### src/rtl/srec_emitter_pkg.sv
// Shared definitions for the S-record emitter: ASCII constants, FSM encoding
// and record overhead constants.
package srec_defs;

    typedef enum logic [2:0] {
        S_IDLE, S_FETCH, S_HDR, S_DATA, S_CSUM, S_EOL, S_TERM, S_DONE
    } state_t;

    localparam logic [7:0] CH_S   = 8'h53;
    localparam logic [7:0] CH_0   = 8'h30;
    localparam logic [7:0] CH_3   = 8'h33;
    localparam logic [7:0] CH_5   = 8'h35;
    localparam logic [7:0] CH_7   = 8'h37;
    localparam logic [7:0] CH_EOL = 8'h0A;

    localparam logic [7:0] S3_OVERHEAD = 8'd5;
    localparam logic [7:0] S7_COUNT    = 8'h05;

    function automatic logic [7:0] addr_sum(input logic [31:0] a);
        return a[31:24] + a[23:16] + a[15:8] + a[7:0];
    endfunction

endpackage

### src/rtl/srec_emitter_if.sv
// Memory-controller port plus the outgoing character stream of the emitter.
interface srec_emitter_if;
    logic [0:31] mem_address;
    logic        mem_wren;
    logic [0:31] mem_data_in;
    logic [0:31] mem_data_out;
    logic [7:0]  char_out;
    logic        char_valid;
    logic        char_ready;

    modport master (
        output mem_address, mem_wren, mem_data_in, char_out, char_valid,
        input  mem_data_out, char_ready
    );
    modport slave (
        input  mem_address, mem_wren, mem_data_in, char_out, char_valid,
        output mem_data_out, char_ready
    );
endinterface

### src/rtl/srec_emitter_hex_ascii.sv
// Nibble to uppercase ASCII hex digit.
module hex_ascii (
    input  logic [3:0] nibble,
    output logic [7:0] ascii
);
    always_comb ascii = (nibble < 4'd10) ? 8'h30 + {4'h0, nibble} : 8'h37 + {4'h0, nibble};
endmodule

### src/rtl/srec_emitter.sv
// Dumps a memory byte range as S3 records plus one S7 terminator, one ASCII
// character per valid/ready transfer.
module srec_emitter
    import srec_defs::*;
#(
    parameter int         BYTES_PER_RECORD = 16,
    parameter logic [7:0] EOL_CHAR         = CH_EOL
) (
    input  logic        clock,
    input  logic        reset,
    input  logic        start,
    input  logic [0:31] start_address,
    input  logic [0:31] byte_count,
    output logic        busy,
    output logic        done,
    srec_emitter_if.master io
);
    localparam int IW = $clog2(BYTES_PER_RECORD);

    state_t state, state_nx;
    logic [31:0] rec_addr, remaining, first_addr, mem_addr_q, rem_nx, word;
    logic [BYTES_PER_RECORD-1:0][7:0] rbuf;
    logic [7:0] sum, word_sum, rec_count, term_csum, cbyte, dbyte, ch, hex_ch;
    logic [5:0] n;
    logic [3:0] nw, fcnt, widx, nib;
    logic [6:0] cidx;
    logic       accept, last_char, use_hex, valid;

    assign word      = io.mem_data_out;
    assign n         = (remaining < 32'(BYTES_PER_RECORD)) ? remaining[5:0] : 6'(BYTES_PER_RECORD);
    assign nw        = 4'((n + 6'd3) >> 2);
    assign rec_count = 8'(n) + S3_OVERHEAD;
    assign rem_nx    = remaining - 32'(n);
    assign term_csum = ~(S7_COUNT + addr_sum(first_addr));
    assign widx      = fcnt - 4'd1;
    assign accept    = io.char_valid && io.char_ready;

    // Only bytes inside the record feed the checksum; a partial last word is read whole.
    always_comb begin
        word_sum = 8'h00;
        for (int b = 0; b < 4; b++)
            if (({widx, 2'b00} + 6'(b)) < n) word_sum = word_sum + word[31-8*b -: 8];
    end

    always_comb begin
        last_char = 1'b0;
        case (state)
            S_HDR:   last_char = (cidx == 7'd11);
            S_DATA:  last_char = (cidx == {n, 1'b0} - 7'd1);
            S_CSUM:  last_char = (cidx == 7'd1);
            S_EOL:   last_char = 1'b1;
            S_TERM:  last_char = (cidx == 7'd14);
            default: last_char = 1'b0;
        endcase
    end

    always_ff @(posedge clock or posedge reset) begin
        if (reset) state <= S_IDLE;
        else       state <= state_nx;
    end

    always_comb begin
        state_nx = state;
        case (state)
            S_IDLE:  if (start) state_nx = (byte_count == 32'd0) ? S_TERM : S_FETCH;
            S_FETCH: if (fcnt == nw) state_nx = S_HDR;
            S_HDR:   if (accept && last_char) state_nx = S_DATA;
            S_DATA:  if (accept && last_char) state_nx = S_CSUM;
            S_CSUM:  if (accept && last_char) state_nx = S_EOL;
            S_EOL:   if (accept) state_nx = (rem_nx != 32'd0) ? S_FETCH : S_TERM;
            S_TERM:  if (accept && last_char) state_nx = S_DONE;
            S_DONE:  state_nx = S_IDLE;
            default: state_nx = S_IDLE;
        endcase
    end

    // FETCH cycle k presents word k and captures word k-1 (one-cycle read latency).
    always_ff @(posedge clock or posedge reset) begin
        if (reset) begin
            rec_addr   <= '0;
            remaining  <= '0;
            first_addr <= '0;
            mem_addr_q <= '0;
            rbuf       <= '0;
            sum        <= '0;
            fcnt       <= '0;
            cidx       <= '0;
        end else begin
            case (state)
                S_IDLE: if (start) begin
                    rec_addr   <= start_address;
                    remaining  <= byte_count;
                    first_addr <= start_address;
                    mem_addr_q <= start_address;
                    fcnt       <= '0;
                    cidx       <= '0;
                end
                S_FETCH: begin
                    mem_addr_q <= mem_addr_q + 32'd4;
                    fcnt       <= (fcnt == nw) ? 4'd0 : fcnt + 4'd1;
                    if (fcnt == 4'd0) sum <= rec_count + addr_sum(rec_addr);
                    else begin
                        sum <= sum + word_sum;
                        for (int b = 0; b < 4; b++)
                            rbuf[IW'({widx, 2'b00}) + IW'(b)] <= word[31-8*b -: 8];
                    end
                end
                S_EOL: if (accept) begin
                    rec_addr   <= rec_addr + 32'(n);
                    remaining  <= rem_nx;
                    mem_addr_q <= rec_addr + 32'(n);
                    cidx       <= '0;
                end
                default: if (accept) cidx <= last_char ? 7'd0 : cidx + 7'd1;
            endcase
        end
    end

    assign cbyte = ~sum;
    assign dbyte = rbuf[cidx[IW:1]];

    always_comb begin
        valid = 1'b0; use_hex = 1'b0; ch = 8'h00; nib = 4'h0;
        case (state)
            S_HDR: begin
                valid = 1'b1;
                if (cidx == 7'd0)      ch = CH_S;
                else if (cidx == 7'd1) ch = CH_3;
                else begin use_hex = 1'b1; nib = 4'({rec_count, rec_addr} >> {7'd11 - cidx, 2'b00}); end
            end
            S_DATA: begin valid = 1'b1; use_hex = 1'b1; nib = cidx[0] ? dbyte[3:0] : dbyte[7:4]; end
            S_CSUM: begin valid = 1'b1; use_hex = 1'b1; nib = cidx[0] ? cbyte[3:0] : cbyte[7:4]; end
            S_EOL:  begin valid = 1'b1; ch = EOL_CHAR; end
            S_TERM: begin
                valid = 1'b1;
                case (cidx)
                    7'd0:    ch = CH_S;
                    7'd1:    ch = CH_7;
                    7'd2:    ch = CH_0;
                    7'd3:    ch = CH_5;
                    7'd14:   ch = EOL_CHAR;
                    default: begin use_hex = 1'b1; nib = 4'({first_addr, term_csum} >> {7'd13 - cidx, 2'b00}); end
                endcase
            end
            default: ;
        endcase
    end

    hex_ascii u_hex (.nibble(nib), .ascii(hex_ch));

    assign io.char_out    = use_hex ? hex_ch : ch;
    assign io.char_valid  = valid;
    assign io.mem_address = mem_addr_q;
    assign io.mem_wren    = 1'b0;
    assign io.mem_data_in = '0;
    assign busy = (state != S_IDLE) && (state != S_DONE);
    assign done = (state == S_DONE);

endmodule

### src/flat_wrapper.sv
// flat-port wrapper written by rule: the top's interface ports become plain ports
module srec_emitter_flat import srec_defs::*;
#(
    parameter int         BYTES_PER_RECORD = 16,
    parameter logic [7:0] EOL_CHAR         = CH_EOL
)
  (clock, reset, start, start_address, byte_count, busy, done, io_mem_address, io_mem_wren, io_mem_data_in, io_char_out, io_char_valid, io_mem_data_out, io_char_ready);
  srec_emitter_if io_i ();
  input  logic clock;
  input  logic reset;
  input  logic start;
  input  logic [0:31] start_address;
  input  logic [0:31] byte_count;
  output logic busy;
  output logic done;
  output wire logic [$bits(io_i.mem_address)-1:0] io_mem_address;
  output wire logic [$bits(io_i.mem_wren)-1:0] io_mem_wren;
  output wire logic [$bits(io_i.mem_data_in)-1:0] io_mem_data_in;
  output wire logic [$bits(io_i.char_out)-1:0] io_char_out;
  output wire logic [$bits(io_i.char_valid)-1:0] io_char_valid;
  input wire logic [$bits(io_i.mem_data_out)-1:0] io_mem_data_out;
  input wire logic [$bits(io_i.char_ready)-1:0] io_char_ready;
  assign io_mem_address = io_i.mem_address;
  assign io_mem_wren = io_i.mem_wren;
  assign io_mem_data_in = io_i.mem_data_in;
  assign io_char_out = io_i.char_out;
  assign io_char_valid = io_i.char_valid;
  assign io_i.mem_data_out = io_mem_data_out;
  assign io_i.char_ready = io_char_ready;
  srec_emitter #(.BYTES_PER_RECORD(BYTES_PER_RECORD), .EOL_CHAR(EOL_CHAR)) u_core (.clock(clock), .reset(reset), .start(start), .start_address(start_address), .byte_count(byte_count), .busy(busy), .done(done), .io(io_i));
endmodule
### config.mk
export PLATFORM = sky130hd
export DESIGN_NAME = srec_emitter_flat
export DESIGN_NICKNAME = d
export VERILOG_FILES = /design/src/rtl/srec_emitter_pkg.sv /design/src/rtl/srec_emitter_if.sv /design/src/rtl/srec_emitter_hex_ascii.sv /design/src/rtl/srec_emitter.sv /design/src/flat_wrapper.sv
export SDC_FILE = /design/constraint.sdc
export NUM_CORES = 1
export LEC_CHECK = 0
export CORE_ASPECT_RATIO = 0.8
export CORE_UTILIZATION = 54
export DETAILED_ROUTE_END_ITERATION = 6
export PLACE_DENSITY_LB_ADDON = 0.2
export SLEW_MARGIN = 10
export SYNTH_ARGS = -nofsm -noshare
export SYNTH_HDL_FRONTEND = slang
export SYNTH_SLANG_ARGS = --single-unit
export TNS_END_PERCENT = 50
### constraint.sdc
create_clock -name clock -period 11.3 [get_ports clock]
set_clock_uncertainty 0.1 [all_clocks]
set_input_delay 1.695 -clock clock [delete_from_list [all_inputs] [get_ports clock]]
set_output_delay 1.695 -clock clock [all_outputs]
set_load 0.03 [all_outputs]
# Yosys cells after proc, flatten, opt, wreduce, memory -nomap -nowiden
# Index checks and enable logic that the tools add are counted.
[totals]
ram_bits = 0
romBits = 0
elab_cells = 188
input_bits = 100
register_bits = 278
output_inout_bits = 76
memories = 0
latchBits = 0
[op_classes]
mul = 0
bitwise = 4
n_addsub = 31
n_div = 0
muxes = 63
shift = 2
eq_ne = 22
order_cmp = 15
n_reduce_logical = 27
[ops]
columns = ["op", "count"]
rows = [
  ["128-bit bitwise mux", 4],
  ["32-bit two-way mux", 4],
  ["32-bit one-hot mux with 2 select lines", 2],
  ["8-bit demux with 4-bit select", 3],
  ["8-bit two-way mux", 12],
  ["32-bit one-hot mux with 3 select lines", 1],
  ["8-bit adder", 11],
  ["40-bit by 9-bit >> shifter with 4-bit output", 2],
  ["7-bit two-way mux", 5],
  ["7-bit one-hot mux with 5 select lines", 1],
  ["32-bit by 3-bit adder with 32-bit output, second input constant", 1],
  ["32-bit by 6-bit adder with 32-bit output", 1],
  ["8-bit binary-select mux with 4-bit select", 1],
  ["32-bit logical NOT", 1],
  ["32-bit by 5-bit less-than comparator with 1-bit output, second input constant", 1],
  ["32-bit nonzero test", 1],
  ["32-bit by 6-bit subtractor with 32-bit output", 1],
  ["4-bit two-way mux", 7],
  ["3-bit two-way mux", 9],
  ["4-bit by 5-bit less-than comparator with 1-bit output, second input constant", 5],
  ["6-bit less-than comparator", 4],
  ["3-bit one-hot mux with 8 select lines", 1],
  ["8-bit one-hot mux with 3 select lines", 1],
  ["7-bit one-hot mux with 3 select lines", 1],
  ["other kinds (45)", 84],
]

# Longest topological paths before layout
# Gate-level depths: netlist of the first run.
[depth]
word_depth = 12
depth_mapped = 38

# By module
# A second synthesis of the first run with hierarchy kept.
[hier_totals]
cells_unflattened = 2103
area_unflattened_um2 = 19904.1
[modules_own_cells]
columns = ["module", "area_per_inst_um2", "seq_area_each_um2", "n_inst", "cells_each"]
rows = [
  ["srec_emitter", 19799.0, 6956.7, 1, 2087],
  ["hex_ascii", 105.1, 0.0, 1, 16],
]

# Least setup slack after synthesis of the first run
# OpenSTA, ideal clock, no wires.
[synth_path]
path_kind = "register -> register"
from = "register u_core.remaining[9]"
to = "register u_core.sum[7]"
t_arrival_ns = 8.138
n_path_buf = 2
path_stages_with_launch = 39
required_time_ns = 11.118
slack_ns = 2.980
cell_sequence = "dfrtp_1 -> buf_2 -> or4_4 -> nor3_4 -> nand2_2 -> inv_2 -> buf_2 -> nand2_1 -> ha_1 -> and3_1 -> a221o_1 -> a31oi_1 -> and2_1 -> ha_1 -> inv_1 -> fa_1 -> nor2b_1 -> o21ai_0 -> (+3 left out) -> ha_1 -> and3_1 -> a221o_1 -> nor2_1 -> xnor2_1 -> mux2_2 -> ha_1 -> a21oi_1 -> xnor2_1 -> mux2_2 -> ha_1 -> nor2_1 -> nor2_1 -> a22o_1 -> a2111o_1 -> o211ai_1 -> or3b_1 -> a31oi_1"
[synth_between]
elab_chain_len = 12
elab_cells_between_ends = 17
[synth_lines]
columns = ["item", "line_no", "source"]
rows = [
  ["start: declaration", "srec_emitter.sv:21", "logic [31:0] rec_addr, remaining, first_addr, mem_addr_q, rem_nx, word;"],
  ["start signal: assignment", "srec_emitter.sv:92", "remaining <= byte_count;"],
  ["start signal: assignment", "srec_emitter.sv:110", "remaining <= rem_nx;"],
  ["32-bit by 5-bit less-than comparator with 1-bit output (*)", "srec_emitter.sv:30", "assign n = (remaining < 32'(BYTES_PER_RECORD)) ? remaining[5:0] : 6'(BYTES_PER_RECORD);"],
  ["6-bit two-way mux (*)", "srec_emitter.sv:30", ""],
  ["6-bit less-than comparator", "srec_emitter.sv:42", "if (({widx, 2'b00} + 6'(b)) < n) word_sum = word_sum + word[31-8*b -: 8];"],
  ["8-bit two-way mux", "srec_emitter.sv:42", ""],
  ["8-bit adder", "srec_emitter.sv:42", ""],
  ["8-bit two-way mux", "srec_emitter.sv:42", ""],
  ["8-bit adder", "srec_emitter.sv:42", ""],
  ["8-bit two-way mux", "srec_emitter.sv:42", ""],
  ["8-bit adder", "srec_emitter.sv:42", ""],
  ["8-bit two-way mux", "srec_emitter.sv:42", ""],
  ["8-bit adder", "srec_emitter.sv:103", "sum <= sum + word_sum;"],
  ["8-bit two-way mux (*)", "srec_emitter.sv:101", "if (fcnt == 4'd0) sum <= rec_count + addr_sum(rec_addr);"],
  ["end signal: assignment", "srec_emitter.sv:101", ""],
  ["end signal: assignment", "srec_emitter.sv:103", ""],
  ["end: declaration", "srec_emitter.sv:23", "logic [7:0] sum, word_sum, rec_count, term_csum, cbyte, dbyte, ch, hex_ch;"],
]
# Mark *: on every way between the ends. The rest lies on a longest branch, timed or not.
# A chain may end at the register's enable or synchronous reset.

# Worst setup path after layout of the first run
[layout_path]
from = "register u_core.remaining[22]"
to = "register u_core.sum[7]"
# The elaborated chain is that of the path after synthesis.

==> results.sh, run 1 <==
export IMPL_status="completed"
export IMPL_drt_pass1_iterations=6
export IMPL_finalSetupViolCount=0
export IMPL_multi_input_area_um2=12400
export IMPL_synth_seq_cells=278
export IMPL_wl_per_cell_um=23.1
export IMPL_grt_first_pass_wirelength_um=98900
export IMPL_areaGrowthSynthToFinish_pct=13.4
export IMPL_h_tree_depth=1
export IMPL_tns_ns=0
export IMPL_synth_warnings=0
export IMPL_dp_hpwl_um=46400
export IMPL_initial_core_util=0.548
export IMPL_critPathSlowestCell="and4_1"
export IMPL_fillers=3105
export IMPL_n_antenna_cell=0
export IMPL_dpl_worst_slack_ns=1.91
export IMPL_grt_pass1_vias=16968
export IMPL_nets=2470
export IMPL_fin_util=0.621
export IMPL_holdCritStartpoint="u_core.rbuf[25]"
export IMPL_hold_viol_final=0
export IMPL_grt_max_degree=158
export IMPL_synth_compound_area_frac=0.169
export IMPL_regArea_um2=6960
export IMPL_die_h_um=175
export IMPL_synth_adder_area_share=0.0901
export IMPL_gp_congestion=0.945
export IMPL_crit_start="u_core.remaining[22]"
export IMPL_drive_gt1_frac=0.128
export IMPL_viasPerCell=6.53
export IMPL_synth_top_family_by_area="compound AO/OA/AOI/OAI gates"
export IMPL_grt_ovfl_total=0
export IMPL_slew_violations=0
export IMPL_r2r_slack_ns=1.76
export IMPL_max_freq_ghz=0.105
export IMPL_cap_viol_max_count=0
export IMPL_finalCritPeriodShare=0.845
export IMPL_arrival_ns=9.96
export IMPL_crit_required_ns=11.71
export IMPL_synth_edf_count=0
export IMPL_hold_end="u_core.rbuf[25]"
export IMPL_avgSynthCellArea_um2=9.32
export IMPL_synthArstFlopShare=1.00
export IMPL_cts_root_buffer="clkbuf_16"
export IMPL_cts_tree="built"
export IMPL_crit_path_max_fanout=13
export IMPL_cts_buffers=31
export IMPL_r2r_start="u_core.remaining[22]"
export IMPL_synth_xor_area_frac=0.0420
export IMPL_rr_worst_depth=36
export IMPL_fin_crit_ns=9.54
export IMPL_worstSkewPairLatency_ns=0.59
export IMPL_via_count=17994
export IMPL_tightest_slew_ns=1.17
export IMPL_die_w_um=218
export IMPL_crit_top_cell="ha_1"
export IMPL_port_buffer_count=141
export IMPL_netlist_area_um2=20200
export IMPL_cts_resized=0
export IMPL_yosys_mux_area_fraction=0.135
export IMPL_synth_top_area_frac=0.344
export IMPL_grtUsageTotal=0.335
export IMPL_post_route_drc_count=0
export IMPL_yosysUniqueCellTypes=90
export IMPL_finalWorstSetupSlack_ns=1.76
export IMPL_slew_limit_headroom=0.217
export IMPL_drtIter0Drc=2127
export IMPL_ios=176
export IMPL_yosys_area_share_simple=0.165
export IMPL_max_stage_delay_ns=0.64
export IMPL_crit_type="flip-flop to flip-flop"
export IMPL_ys_flop_type="dfrtp_1"
export IMPL_yosys_top_cells_count="dfrtp_1, nand2_1, o21ai_0"
export IMPL_yosysMostFrequentCell="dfrtp_1"
export IMPL_rsz0062_at_grt="false"
export IMPL_synth_seq_area_share=0.344
export IMPL_syn_inst=2172
export IMPL_ctsHoldBuffers=0
export IMPL_antenna_found_initial=2
export IMPL_core_um2=37000
export IMPL_r2r_end="u_core.sum[7]"
export IMPL_yosysTopAreaCell="dfrtp_1"
export IMPL_end_kind="flip-flop"
export IMPL_die_area_um2=38300
export IMPL_ctsLongestPathBuffers=3
export IMPL_cts_num_sinks=278
export IMPL_hold_depth=2
export IMPL_start_kind="flip-flop"
export IMPL_whs_ns=0.380
export IMPL_post_cts_buffers=0
export IMPL_ant_nets=0
export IMPL_synth_area_leaders="dfrtp_1, mux2_2, ha_1"
export IMPL_rows=63
export IMPL_clkTransAtPathRegs_ns=0.06
export IMPL_hold_path_class="flip-flop to flip-flop"
export IMPL_wl_um=63700
## logic make-up (layout without fill, tap and decap cells)
family | after synthesis | count (layout)
and+or+nand+nor | 682 | 682
AOI/OAI and AO/OA | 535 | 535
DFF | 278 | 278
buffers and inverters | 256 | 317
muxes | 199 | 199
adders and majority gates | 123 | 123
xor gates and xnor gates | 97 | 97
other | 2 | 39
## metrics by stage
stage,area [um^2],instances
2_1_floorplan,20400,2209
3_3_place_gp,21900,2701
3_5_place_dp,21900,2701
4_1_cts,23000,2757
5_1_grt,23000,2757
6_report,23000,2757
## how the worst max path moves through the flow
stage	end	slack (ns)	cells after the start
after CTS	u_core.sum[7]	1.86	36
final	u_core.sum[7]	1.76	36
after detailed placement	u_core.sum[7]	1.91	36
after global routing	u_core.sum[7]	1.13	36
after floorplan	u_core.cidx[0]	1.84	1
after global placement	u_core.sum[7]	2.22	36
## layout make-up
cell class,count,share of cell area
Clock buffer,38,0.0371
Clock inverter,18,0.00905
Inverter,96,0.0160
Multi-Input combinational cell,1675,0.538
Sequential cell,278,0.303
Tap cell,487,0.0265
Timing Repair Buffer,165,0.0699
## critical path: cells and delay by family, from the launching register on
family	cells	cell delay [ns]
buffers and inverters	2	0.29
AND/OR/NAND/NOR	12	2.92
XOR/XNOR	2	0.15
AO/OA/AOI/OAI	12	3.19
multiplexers	2	0.55
adder cells (fa/ha/maj)	6	1.78
flip-flops	1	0.48
## cell usage in the layout (no fill, tap or decap), types with 9 or more instances in the layout
| master | count |
|---|---|
| dfrtp_1 | 274 |
| nand2_1 | 229 |
| o21ai_0 | 154 |
| clkdlybuf4s50_1 | 141 |
| a21oi_1 | 135 |
| nor2_1 | 133 |
| mux2_2 | 131 |
| inv_1 | 93 |
| ha_1 | 85 |
| xnor2_1 | 58 |
| nand3_1 | 57 |
| nor3_1 | 49 |
| mux4_2 | 46 |
| xor2_1 | 39 |
| conb_1 | 39 |
| fa_1 | 38 |
| nand4_1 | 35 |
| nor4_1 | 33 |
| clkbuf_16 | 31 |
| and3_1 | 25 |
| or3_1 | 23 |
| buf_4 | 23 |
| mux2i_1 | 22 |
| o22ai_1 | 21 |
| a31oi_1 | 21 |
| a22o_1 | 20 |
| a21o_1 | 19 |
| and2_1 | 19 |
| o211ai_1 | 18 |
| nor2b_1 | 17 |
| a211oi_1 | 16 |
| nand2b_1 | 12 |
| a22oi_1 | 12 |
| a2bb2oi_1 | 11 |
| or4_1 | 9 |
| o21a_1 | 9 |
## routing by layer
metal | vias to the layer above | global-route usage | part of all wire
met5 | - | 0.0154 | 0.0016
met4 | 6 | 0.0883 | 0.031
met3 | 168 | 0.0936 | 0.11
met2 | 964 | 0.490 | 0.43
met1 | 8853 | 0.485 | 0.43
li1 | 8003 | - | -
## flip-flops by register name (all words and copies together) (netlist names)
| register | count |
|---|---|
| u_core.io.mem_address | 32 |
| u_core.rec_addr | 32 |
| u_core.first_addr | 32 |
| u_core.sum | 8 |
| u_core.state | 3 |
| u_core.cidx | 7 |
| u_core.fcnt | 4 |
| u_core.rbuf | 128 |
| u_core.remaining | 32 |
Power of run 1 is not shown: default switching activity piles up to over one toggle a cycle in this logic, so the estimate is an artifact.
==> run 2, diff against run 1 <==
==> constraint.sdc (replaced) <==
create_clock -name clock -period 10 [get_ports clock]
set_clock_uncertainty 0.1 [all_clocks]
set_input_delay 1.5 -clock clock [delete_from_list [all_inputs] [get_ports clock]]
set_output_delay 1.5 -clock clock [all_outputs]
set_load 0.03 [all_outputs]
==> results.sh, run 2 (synthesis results as in run 1) <==
export IMPL_grtUsageTotal=0.335
export IMPL_multi_input_area_um2=12400
export IMPL_worstSkewPairLatency_ns=0.60
export IMPL_r2r_start="u_core.remaining[4]"
export IMPL_crit_type="flip-flop to flip-flop"
export IMPL_cts_root_buffer="clkbuf_16"
export IMPL_crit_buf_inv=2
export IMPL_finalCritPeriodShare=0.927
export IMPL_drt_pass1_iterations=6
export IMPL_fillers=3087
export IMPL_cts_num_sinks=278
export IMPL_regArea_um2=6960
export IMPL_core_um2=37000
export IMPL_drive_gt1_frac=0.129
export IMPL_crit_start="u_core.remaining[4]"
export IMPL_die_h_um=175
export IMPL_end_kind="flip-flop"
export IMPL_arrival_ns=9.69
export IMPL_h_tree_depth=1
export IMPL_crit_top_cell="ha_1"
export IMPL_gp_congestion=0.951
export IMPL_place_inst=2703
export IMPL_clkTransAtPathRegs_ns=0.07
export IMPL_max_freq_ghz=0.108
export IMPL_post_route_drc_count=0
export IMPL_dp_hpwl_um=46400
export IMPL_rsz0062_at_grt="false"
export IMPL_viasPerCell=6.51
export IMPL_port_buffer_count=141
export IMPL_grt_max_degree=137
export IMPL_die_w_um=218
export IMPL_areaGrowthSynthToFinish_pct=13.7
export IMPL_rr_worst_depth=36
export IMPL_cap_viol_max_count=0
export IMPL_grt_first_pass_wirelength_um=98900
export IMPL_place_area_um2=21900
export IMPL_grt_pass1_vias=16959
export IMPL_most_common_layout_cells="dfrtp_1, nand2_1, o21ai_0"
export IMPL_slew_limit_headroom=0.203
export IMPL_ctsHoldBuffers=0
export IMPL_r2r_end="u_core.sum[7]"
export IMPL_top_register="u_core.rbuf"
export IMPL_wl_um=63800
export IMPL_tns_ns=0
export IMPL_tightest_slew_ns=1.19
export IMPL_drtIter0Drc=2035
export IMPL_initial_core_util=0.548
export IMPL_max_stage_delay_ns=0.61
export IMPL_rows=63
export IMPL_fin_crit_ns=9.27
export IMPL_fin_area_um2=23000
export IMPL_ios=176
export IMPL_hold_path_class="flip-flop to flip-flop"
export IMPL_crit_path_end="u_core.sum[7]"
export IMPL_crit_family="compound AO/OA/AOI/OAI gates"
export IMPL_die_area_um2=38300
export IMPL_cts_buffers=31
export IMPL_ctsLongestPathBuffers=3
export IMPL_antenna_found_initial=2
export IMPL_critPathSlowestCell="or4_4"
export IMPL_status="completed"
export IMPL_finalSetupViolCount=0
export IMPL_nets=2472
export IMPL_largest_reg_flops=128
export IMPL_start_kind="flip-flop"
export IMPL_grt_ovfl_total=0
export IMPL_post_cts_buffers=0
export IMPL_slew_violations=0
export IMPL_crit_path_max_fanout=13
export IMPL_hold_viol_final=0
export IMPL_fin_cells=2764
export IMPL_via_count=17997
export IMPL_cp_depth=36
export IMPL_crit_required_ns=10.42
export IMPL_r2r_slack_ns=0.73
export IMPL_ant_nets=0
export IMPL_final_common_cell="dfrtp_1"
export IMPL_cts_tree="built"
export IMPL_wl_per_cell_um=23.1
[run 2: cell count changes in the layout (fill, tap and decap cells not counted), sizes merged]
cell      delta
diode        +4
clkbuf       -1
inv          +2
buf          +2
clkinv       -3
bufinv       +2
clkinvlp     +1
[run 2: worst min path at each step]
stage	start	to	slack [ns]	cells after the start
final	u_core.rbuf[81]	u_core.rbuf[81]	0.39	2
after global routing	u_core.rbuf[57]	u_core.rbuf[57]	0.40	2
after CTS	u_core.rbuf[49]	u_core.rbuf[49]	0.39	2
after detailed placement	u_core.rbuf[9]	u_core.rbuf[9]	0.37	2
after global placement	u_core.rbuf[17]	u_core.rbuf[17]	0.36	2
after floorplan	u_core.rbuf[113]	u_core.rbuf[113]	0.34	2
[run 2: area by class of cell]
cell class              instances  share of cell area
multi-input cells            1675               0.537
clock buffers                  37              0.0360
well taps                     487              0.0265
flip-flops and latches        278               0.302
diodes                          4            0.000435
inverters                      96              0.0160
clock inverters                20              0.0124
repair buffers                167              0.0698
[run 2: what timing repair did]
action	4_1_cts	5_1_grt
gates resized for setup	0	1
endpoints found under the hold margin	0	0
setup endpoints to repair	0	1
[run 2: per-layer routing]
layer | share of wire | track usage
met5 | 0.00014 | 0
met4 | 0.032 | 0.0973
met3 | 0.099 | 0.0829
met2 | 0.42 | 0.479
met1 | 0.44 | 0.497
[run 2: tightest hold or removal path, cell delays in order, from the launching register on]
cell and delay [ns]:
dfrtp_1 0.34, nand2_1 0.04, o21ai_0 0.06
[run 2: per-stage QoR]
stage	worst slack, ns	hold WS [ns]	utilization
final	0.729	0.388	0.623
after global routing	0.136	0.400	0.623
after CTS	0.648	0.385	0.623
after detailed placement	0.714	0.370	0.592
after global placement	0.877	0.356	0.592
after floorplan	0.735	0.345	-
Power of run 2 is left out for the same reason.
==> run 3, diff against run 2 <==
--- a/config.mk
+++ b/config.mk
@@ -8,6 +8,7 @@
 export CORE_ASPECT_RATIO = 0.8
 export CORE_UTILIZATION = 54
 export DETAILED_ROUTE_END_ITERATION = 6
+export DONT_BUFFER_PORTS = 1
 export PLACE_DENSITY_LB_ADDON = 0.2
 export SLEW_MARGIN = 10
 export SYNTH_ARGS = -nofsm -noshare
==> constraint.sdc (replaced) <==
create_clock -name clock -period 8.5 [get_ports clock]
set_clock_uncertainty 0.1 [all_clocks]
set_input_delay 1.275 -clock clock [delete_from_list [all_inputs] [get_ports clock]]
set_output_delay 1.275 -clock clock [all_outputs]
set_load 0.03 [all_outputs]
==> results.sh, run 3 (synthesis results as in run 1) <==
export IMPL_status="completed"
export IMPL_via_count=17304
export IMPL_gp_congestion=0.956
export IMPL_crit_path_end="u_core.sum[7]"
export IMPL_finalCritPeriodShare=0.951
export IMPL_slew_violations=0
export IMPL_initial_core_util=0.548
export IMPL_die_h_um=175
export IMPL_start_kind="flip-flop"
export IMPL_most_common_layout_cells="dfrtp_1, nand2_1, o21ai_0"
export IMPL_max_stage_delay_ns=0.59
export IMPL_dp_hpwl_um=46100
export IMPL_crit_type="flip-flop to flip-flop"
export IMPL_cap_viol_max_count=0
export IMPL_r2r_slack_ns=0.42
export IMPL_crit_buf_inv=3
export IMPL_rsz0062_at_grt="false"
export IMPL_viasPerCell=6.56
export IMPL_cts_tree="built"
export IMPL_multi_input_area_um2=12400
export IMPL_port_buffer_count=0
export IMPL_final_common_cell="dfrtp_1"
export IMPL_holdCritStartpoint="u_core.rbuf[121]"
export IMPL_h_tree_depth=1
export IMPL_tightest_slew_ns=1.18
export IMPL_wl_um=62700
export IMPL_ios=176
export IMPL_cts_num_sinks=278
export IMPL_core_um2=37000
export IMPL_drive_gt1_frac=0.148
export IMPL_crit_family="simple AND/OR/NAND/NOR gates"
export IMPL_grt_pass1_vias=16088
export IMPL_crit_top_cell="ha_1"
export IMPL_wl_per_cell_um=23.8
export IMPL_post_route_drc_count=0
export IMPL_crit_path_max_fanout=8
export IMPL_largest_reg_flops=128
export IMPL_max_freq_ghz=0.124
export IMPL_top_register="u_core.rbuf"
export IMPL_crit_required_ns=8.91
export IMPL_arrival_ns=8.49
export IMPL_nets=2350
export IMPL_ctsLongestPathBuffers=3
export IMPL_die_w_um=218
export IMPL_slew_limit_headroom=0.207
export IMPL_hold_path_class="flip-flop to flip-flop"
export IMPL_grt_ovfl_total=0
export IMPL_grtUsageTotal=0.328
export IMPL_drtIter0Drc=1791
export IMPL_ctsHoldBuffers=0
export IMPL_finalSetupViolCount=0
export IMPL_hold_viol_final=0
export IMPL_fin_crit_ns=8.08
export IMPL_cts_buffers=31
export IMPL_fillers=3255
export IMPL_r2r_start="u_core.remaining[9]"
export IMPL_antenna_found_initial=7
export IMPL_end_kind="flip-flop"
export IMPL_grt_first_pass_wirelength_um=96500
export IMPL_drt_pass1_iterations=5
export IMPL_regArea_um2=6970
export IMPL_rr_worst_depth=36
export IMPL_whs_ns=0.382
export IMPL_cts_root_buffer="clkbuf_16"
export IMPL_tns_ns=0
export IMPL_r2r_end="u_core.sum[7]"
export IMPL_clkTransAtPathRegs_ns=0.06
export IMPL_ant_nets=0
export IMPL_critPathSlowestCell="or4_4"
export IMPL_crit_start="u_core.remaining[9]"
export IMPL_worstSkewPairLatency_ns=0.59
export IMPL_areaGrowthSynthToFinish_pct=7.08
export IMPL_grt_max_degree=184
export IMPL_rows=63
export IMPL_die_area_um2=38300
export IMPL_cp_depth=36
==> run 3: changes by cell type in the layout (fill, tap and decap cells not counted), moves of 2 or more <==
cell	before	now
a21oi_1	135	133
a21oi_2	0	2
buf_4	26	43
bufinv_16	6	2
clkbuf_1	3	6
clkdlybuf4s50_1	141	0
clkinv_2	3	7
diode_2	4	2
nor3_1	49	47
nor3_2	0	2
nor4_1	33	30
nor4_2	3	6
==> run 3: worst min-delay path by stage <==
stage	cells past startpoint	slack, ns	end
6_report	2	0.38	u_core.rbuf[121]
5_1_grt	2	0.41	u_core.rbuf[89]
4_1_cts	2	0.38	u_core.rbuf[121]
3_5_place_dp	2	0.37	u_core.rbuf[121]
3_3_place_gp	2	0.36	u_core.rbuf[105]
2_1_floorplan	2	0.34	u_core.rbuf[113]
==> run 3: worst reg2reg max path: cells and delay by family (launching register included) <==
family / cells / cell delay [ns]
and+or+nand+nor: 13 / 2.40
muxes: 2 / 0.55
DFF: 1 / 0.38
xor gates and xnor gates: 2 / 0.21
buffers and inverters: 3 / 0.31
AOI/OAI and AO/OA: 10 / 2.31
adders and majority gates: 6 / 1.77
==> run 3: area by class of cell <==
class,instances,share of cell area
Timing Repair Buffer,45,0.0160
Clock inverter,16,0.00704
Inverter,96,0.0168
Multi-Input combinational cell,1675,0.572
Antenna cell,2,0.000231
Tap cell,487,0.0281
Sequential cell,278,0.321
Clock buffer,39,0.0381
==> run 3: metal layers <==
metal | routed length, um | global-route usage | vias up | part of all wire
met4 | 1520 | 0.0793 | 2 | 0.024
met2 | 26800 | 0.465 | 797 | 0.43
met1 | 27800 | 0.499 | 8633 | 0.44
met5 | 13 | 0 | - | 0.00021
met3 | 6650 | 0.0815 | 109 | 0.11
li1 | - | - | 7763 | -
==> run 3: metrics by stage <==
stage,utilization,setup WS (ns),std cells,cell area (um^2)
after global placement,0.558,0.452,2577,20600
after detailed placement,0.558,0.229,2577,20600
after global routing,0.586,0.0259,2636,21700
final,0.586,0.416,2638,21700
after floorplan,-,0.180,2209,20400
after CTS,0.584,0.191,2632,21600
==> run 3: repair_timing <==
action                     4_1_cts  5_1_grt
setup buffers                    0        3
hold endpoints to repair         0        0
resized for setup                0       12
setup endpoints to repair        0        1
Power of run 3 is left out for the same reason.
